===== src/rtl/msx_slot_io_responder.sv =====
// MSX cartridge-slot I/O responder: decodes four Z80 I/O ports at IO_BASE and
// turns each CPU I/O cycle into one valid/ready transaction on an internal bus.
module msx_slot_io_responder #(
  parameter logic [7:0] IO_BASE = 8'h88
) (
  input  logic       clk,
  input  logic       reset,
  input  logic       slot_iorq_n,
  input  logic       slot_rd_n,
  input  logic       slot_wr_n,
  input  logic [7:0] slot_a,
  input  logic [7:0] slot_d_in,
  output logic [7:0] slot_d_out,
  output logic       slot_data_dir,
  output logic       slot_wait,
  output logic       bus_valid,
  input  logic       bus_ready,
  output logic       bus_write,
  output logic [1:0] bus_address,
  output logic [7:0] bus_wdata,
  input  logic [7:0] bus_rdata,
  input  logic       bus_rdata_en
);

  typedef enum logic [2:0] {
    IDLE,
    WR_REQ,
    RD_REQ,
    RD_WAIT,
    RD_DRIVE,
    END_WAIT
  } state_t;

  state_t state;

  // Slot pins in one vector so every signal sees the same two-flop delay:
  // {iorq_n, rd_n, wr_n, a[7:0], d[7:0]}.
  logic [18:0] pins_s1, pins_s2;

  logic       iorq_s_n, rd_s_n, wr_s_n;
  logic [7:0] a_s, d_s;
  logic       iorq_act, rd_act, wr_act;
  logic       addr_hit, cyc_match, start, rd_keep;
  logic       match_q;
  logic [1:0] fill;

  always_ff @(posedge clk) begin
    // NOTE: clocked state always uses non-blocking assignments, so every flop
    // samples the values from before this edge regardless of statement order.
    if (reset) begin
      pins_s1 <= '1;
      pins_s2 <= '1;
    end else begin
      pins_s1 <= {slot_iorq_n, slot_rd_n, slot_wr_n, slot_a, slot_d_in};
      pins_s2 <= pins_s1;
    end
  end

  assign {iorq_s_n, rd_s_n, wr_s_n, a_s, d_s} = pins_s2;

  assign iorq_act  = ~iorq_s_n;
  assign rd_act    = ~rd_s_n;
  assign wr_act    = ~wr_s_n;
  assign addr_hit  = (a_s[7:2] == IO_BASE[7:2]);
  assign cyc_match = iorq_act & (rd_act ^ wr_act) & addr_hit;
  assign start     = cyc_match & ~match_q;
  assign rd_keep   = rd_act & iorq_act;

  // match_q is held high until the synchronizers carry real pin values, so a
  // strobe already asserted when reset is released never looks like an edge.
  always_ff @(posedge clk) begin
    if (reset) begin
      state         <= IDLE;
      fill          <= 2'b00;
      match_q       <= 1'b1;
      slot_d_out    <= 8'h00;
      slot_data_dir <= 1'b0;
      slot_wait     <= 1'b0;
      bus_valid     <= 1'b0;
      bus_write     <= 1'b0;
      bus_address   <= 2'b00;
      bus_wdata     <= 8'h00;
    end else begin
      fill    <= {fill[0], 1'b1};
      match_q <= fill[1] ? cyc_match : 1'b1;

      case (state)
        IDLE: begin
          if (start) begin
            bus_address <= a_s[1:0];
            bus_valid   <= 1'b1;
            slot_wait   <= 1'b1;
            if (wr_act) begin
              bus_write <= 1'b1;
              bus_wdata <= d_s;
              state     <= WR_REQ;
            end else begin
              bus_write <= 1'b0;
              state     <= RD_REQ;
            end
          end
        end

        WR_REQ: begin
          if (bus_ready) begin
            bus_valid <= 1'b0;
            slot_wait <= 1'b0;
            state     <= END_WAIT;
          end
        end

        // Read data may come back on the very edge the request is accepted.
        RD_REQ: begin
          if (bus_ready) begin
            bus_valid <= 1'b0;
            if (bus_rdata_en) begin
              slot_d_out    <= bus_rdata;
              slot_wait     <= 1'b0;
              slot_data_dir <= rd_keep;
              state         <= rd_keep ? RD_DRIVE : END_WAIT;
            end else begin
              state <= RD_WAIT;
            end
          end
        end

        RD_WAIT: begin
          if (bus_rdata_en) begin
            slot_d_out    <= bus_rdata;
            slot_wait     <= 1'b0;
            slot_data_dir <= rd_keep;
            state         <= rd_keep ? RD_DRIVE : END_WAIT;
          end
        end

        RD_DRIVE: begin
          if (!rd_keep) begin
            slot_data_dir <= 1'b0;
            state         <= END_WAIT;
          end
        end

        END_WAIT: begin
          if (!iorq_act) state <= IDLE;
        end

        default: state <= IDLE;
      endcase
    end
  end

endmodule


===== config.mk =====
export PLATFORM = sky130hd
export DESIGN_NAME = msx_slot_io_responder
export DESIGN_NICKNAME = d
export VERILOG_FILES = /design/src/rtl/msx_slot_io_responder.sv
export SDC_FILE = /design/constraint.sdc
export NUM_CORES = 1
export LEC_CHECK = 0
export CAP_MARGIN = 10
export CORE_UTILIZATION = 31
export DETAILED_ROUTE_END_ITERATION = 10
export PLACE_DENSITY_LB_ADDON = 0.08
export SLEW_MARGIN = 10
export SYNTH_ARGS = -nofsm -noshare
export SYNTH_HDL_FRONTEND = slang
export SYNTH_SLANG_ARGS = --single-unit

===== constraint.sdc =====
create_clock -name clk -period 1.76 [get_ports clk]
set_input_delay 0.176 -clock clk [delete_from_list [all_inputs] [get_ports clk]]
set_output_delay 0.176 -clock clk [all_outputs]
set_load 0.005 [all_outputs]

* Yosys cells after proc, flatten, opt, wreduce, memory -nomap -nowiden
Cells that the tools add are included.
Word-level totals: register bits 66, input port bits 31, output and inout port bits 22, logic and storage cells 75
Operators by class: eq/ne operators 13, mux-type cells 25, bitwise gates (word level) 10, reductions and logical operators 14
Operators with widths (count):
- 2-to-1 mux 3 bit | 7
- case mux 3 bit (6 select lines) | 1
- 2-to-1 mux 8 bit | 2
- case mux 8 bit (2 select lines) | 1
- != test 2 bit (second input constant) | 6
- 2-to-1 mux 1 bit | 10
- AND reduction 3 bit | 3
- equality test 3 x 2 -> 1 bit (second input constant) | 2
- equality test 3 bit (second input constant) | 2
- equality test 6 bit (second input constant) | 1
- AND reduction 6 bit | 1
- inverter 1 bit | 5
- AND 1 bit | 4
- case mux 1 bit (4 select lines) | 1
- AND reduction 2 bit | 2
- AND reduction 4 bit | 1
- nonzero test 2 bit | 2
- nonzero test 4 bit | 1
- OR reduction 2 bit | 2
- equality test 3 x 1 -> 1 bit (second input constant) | 1
- logical NOT 3 bit | 1
- case mux 1 bit (3 select lines) | 1
- nonzero test 3 bit | 1
- 2-to-1 mux 2 bit | 1
- other kinds (3) | 3

* Depth between registers and ports, before layout
depth in word-level cells 7, mapped depth 6, gate-level depth less buffers 4

* Worst setup path after synthesis
Ideal clock, no wire load.
path kind register to register, start register state[1], end register state[0], setup time 0.072 ns, arrival 1.355 ns, data required time 1.688 ns, setup slack 0.334 ns, stages on the path, launching flop included 6, path buffers 1, clock period less this slack 1.426 ns, cells stage by stage dfxtp_1 > buf_4 > or3b_2 > o311ai_2 > a22o_2 > mux2i_1
Between the ends: word-level cells in the longest chain between the ends 3, elaborated cells on any way between the ends 14, those cells by class eq/ne (11); mux (1); reduce/logical (2)
RTL lines:
- start, declared | line 34 | state_t state;
- start signal, assigned | line 120 | state <= rd_keep ? RD_DRIVE : END_WAIT;
- start signal, assigned | line 132 | state <= rd_keep ? RD_DRIVE : END_WAIT;
- equality test 3 bit (tied with other cells) | line 87 | case (state)
- != test 2 bit (no source line)
- AND reduction 6 bit (no source line)
Several ways; a longest one is shown, not always the timed one. A chain may end at the register's enable or synchronous reset.

* Worst setup path in the final report
start register state[0], end register bus_wdata[3]
Between the ends: word-level cells in the longest chain between the ends 2
RTL lines:
- logical NOT 3 bit | line 87
- AND reduction 3 bit (no source line)
- end signal, assigned | line 95 | bus_wdata <= d_s;
- end, declared | line 20 | output logic [7:0] bus_wdata,
No other way between the ends.

==> results.sh <==
export IMPL_outcome="finished clean"
export IMPL_synth_top_cell_area_share=0.5684
export IMPL_synth_cells=211
export IMPL_power_switching_uw=834.4
export IMPL_rsz0062_at_grt="false"
export IMPL_ant_nets=0
export IMPL_cts_root_buffer="clkbuf_8"
export IMPL_end_kind="flip-flop"
export IMPL_n_antenna_cell=0
export IMPL_grt_ovfl_total=0
export IMPL_syn_mean_instance_area_sq_um=11.02
export IMPL_wirelength_mm=4.250
export IMPL_max_freq_ghz=0.6316
export IMPL_drc=0
export IMPL_vias=1618
export IMPL_gp_congestion=0.8141
export IMPL_syn_num_nets=242
export IMPL_boundaryPins=53
export IMPL_ys_seq_area_frac=0.5684
export IMPL_layout_nets=306
export IMPL_synthFlopType="dfxtp_1"
export IMPL_syn_to_final_growth_pct=40.58
export IMPL_start_util=0.3205
export IMPL_tns_ns=0
export IMPL_power_density_mw_per_mm2=1101
export IMPL_p_sw_frac=0.2318
export IMPL_critPathKind="flip-flop to flip-flop"
export IMPL_ys_warn_count=0
export IMPL_hold_class="primary input to flip-flop"
export IMPL_firstDrtPassIters=5
export IMPL_grt_pass1_vias=1504
export IMPL_p_int_uw=2765
export IMPL_combPwrFrac=0.137
export IMPL_maxCapViolations=0
export IMPL_placed_area_sq_mm=0.003022
export IMPL_finClkSkew_ns=0.01020
export IMPL_p_leak_uw=0.001286
export IMPL_yosys_top_cells_area="dfxtp_1 57%, or2_2 10%, mux2i_1 7.8%"
export IMPL_tightest_slew_ns=0.4366
export IMPL_synth_seq_cells=66
export IMPL_synth_edf_count=0
export IMPL_core_rowCount=31
export IMPL_drt_iter0_markers=20
export IMPL_grt_pass1_wl_mm=7.044
export IMPL_grt_max_degree=34
export IMPL_fillers=739
export IMPL_clockBufferDepth=2
export IMPL_port_buffers=52
export IMPL_core_sq_mm=0.007253
export IMPL_relSlewSlack=0.7072
export IMPL_crit_required_ns=1.99
export IMPL_total_power_uw=3600
export IMPL_yosysUniqueCellTypes=40
export IMPL_cts_clk_slew_worst_paths_ns=0.07
export IMPL_cts_sinks=66
export IMPL_regArea_sq_mm=0.001321
export IMPL_synth_async_reset_ratio=0
export IMPL_power_frac_clock=0.410
export IMPL_syn_area_sq_mm=0.002325
export IMPL_grtUsageTotal=0.1213
export IMPL_hpwl_mm=2.969
export IMPL_holdBufCountCts=0
export IMPL_final_cell_area_sq_mm=0.003268
export IMPL_start_kind="flip-flop"
export IMPL_ir_worst_vdd_uv=418.0
export IMPL_hold_violations=0
export IMPL_die_area_sq_mm=0.007849
export IMPL_critPathMaxFanout=10
export IMPL_die_height_um=88.60
export IMPL_seqPwrFrac=0.453
export IMPL_synth_top_area_cell="dfxtp_1"
export IMPL_via_per_inst=4.269
export IMPL_drv_slew=0
export IMPL_die_w_um=88.60
export IMPL_grt_antenna_before_repair=0
export IMPL_fin_crit_ns=1.583
export IMPL_wire_per_inst_um=11.21
export IMPL_drive_above_1_share=0.2893
export IMPL_multi_input_area_sq_um=947.2
export IMPL_post_cts_repair_setup_buffers=0
export IMPL_cts_tree="done"
export IMPL_period_share=0.8996
export IMPL_arrival_ns=1.81
export IMPL_numCtsBuffers=9
export IMPL_setup_viol=0
export IMPL_insertion_delay_ns=0.33
export IMPL_htree_levels=3
[metrics by stage]
step | hold WS, ns | std cells | worst slack, ns | utilization
after floorplan | 0.2798 | 211 | 0.3338 | -
after global placement | 0.3911 | 363 | 0.02560 | 0.4166
after detailed placement | 0.3817 | 363 | 0.02307 | 0.4166
after CTS | 0.1018 | 379 | 0.1538 | 0.4494
after global routing | 0.1028 | 379 | 0.05696 | 0.4506
final | 0.1135 | 379 | 0.1767 | 0.4506
[registers in the layout, indices dropped and copies added (netlist names)]
register and cells:
bus_valid 1, slot_data_dir 1, bus_write 1, pins_s2 19
bus_wdata 8, slot_d_out 8, fill 2, slot_wait 1
bus_address 2, match_q 1, state 3, pins_s1 19
[routing by layer]
layer	GRT usage	vias up	wire length [um]
met5	0	-	0
li1	-	845	-
met1	0.1542	727	2068
met4	0.06158	0	61
met2	0.1748	39	1881
met3	0.05224	7	238
[power groups by stage]
stage / clock network [uW] / logic [uW] / registers (uW)
floorplan: 0 / 328 / 1630
global placement: 0 / 497 / 1660
detailed placement: 0 / 492 / 1660
CTS: 1520 / 494 / 1620
global route: 1600 / 543 / 1640
finish: 1480 / 494 / 1630
[kinds of logic (layout without fill, tap and decap cells)]
family	Yosys count	after routing	share of synthesized area
AND/OR/NAND/NOR	83	83	0.2239
flip-flops	66	66	0.5684
buffers and inverters	13	82	0.02799
XOR/XNOR	3	3	0.01130
AO/OA/AOI/OAI	28	28	0.09097
multiplexers	18	18	0.07750
[path summary, 6_finish.rpt]
kind	to	cells past startpoint	slack, ns	from
max reg2reg	bus_wdata[3]$_SDFFE_PP0P_	6	0.18	state[0]$_SDFFE_PP0P_
max	bus_wdata[3]$_SDFFE_PP0P_	6	0.18	state[0]$_SDFFE_PP0P_
min	bus_write$_SDFFE_PP0P_	2	0.11	reset
min reg2reg	pins_s2[13]$_SDFF_PP1_	1	0.41	pins_s1[13]$_SDFF_PP1_
[worst max-delay path, cell delays in order (launching register included)]
cell and delay, ns:
dfxtp_1 0.41, buf_4 0.20, nor3_2 0.31, nand4_2 0.12, buf_4 0.21, mux2i_1 0.16, nor2_1 0.06
[Yosys cell counts (2+ instances only)]
library cell and number:
xnor2_1 2, o21ai_0 5, buf_4 4, nand3_1 5, inv_1 2, nor2b_1 3
nand2_1 5, or2_2 38, clkbuf_1 6, a21oi_1 7, nor2_1 21, mux2i_1 18
dfxtp_1 66, a211oi_2 2, nor4b_4 2
[layout by cell type (no fill, tap or decap), drive strengths merged, types with 2 or more instances in the layout]
| master | count |
|---|---|
| dfxtp | 66 |
| clkdlybuf4s50 | 51 |
| or2 | 38 |
| nor2 | 22 |
| mux2i | 18 |
| buf | 13 |
| clkbuf | 12 |
| a21oi | 7 |
| o21ai | 5 |
| nand2 | 5 |
| nand3 | 5 |
| nor4b | 3 |
| nor2b | 3 |
| a211oi | 3 |
| inv | 2 |
| xnor2 | 2 |
| bufinv | 2 |
| nand4 | 2 |
[final cells by class]
type / instances / share of cell area
clock buffer: 12 / 0.05054
clock inverter: 4 / 0.02221
inverter: 2 / 0.002297
multi-input combinational: 132 / 0.2898
sequential: 66 / 0.4043
tap: 99 / 0.03790
timing repair buffer: 64 / 0.1930
[repair_timing]
action | 4_1_cts | 5_1_grt
endpoints found under the hold margin | 0 | 0
gates resized for setup | 0 | 1
setup endpoints to repair | 0 | 2
Note: power is estimated with default switching activity, not from simulation.
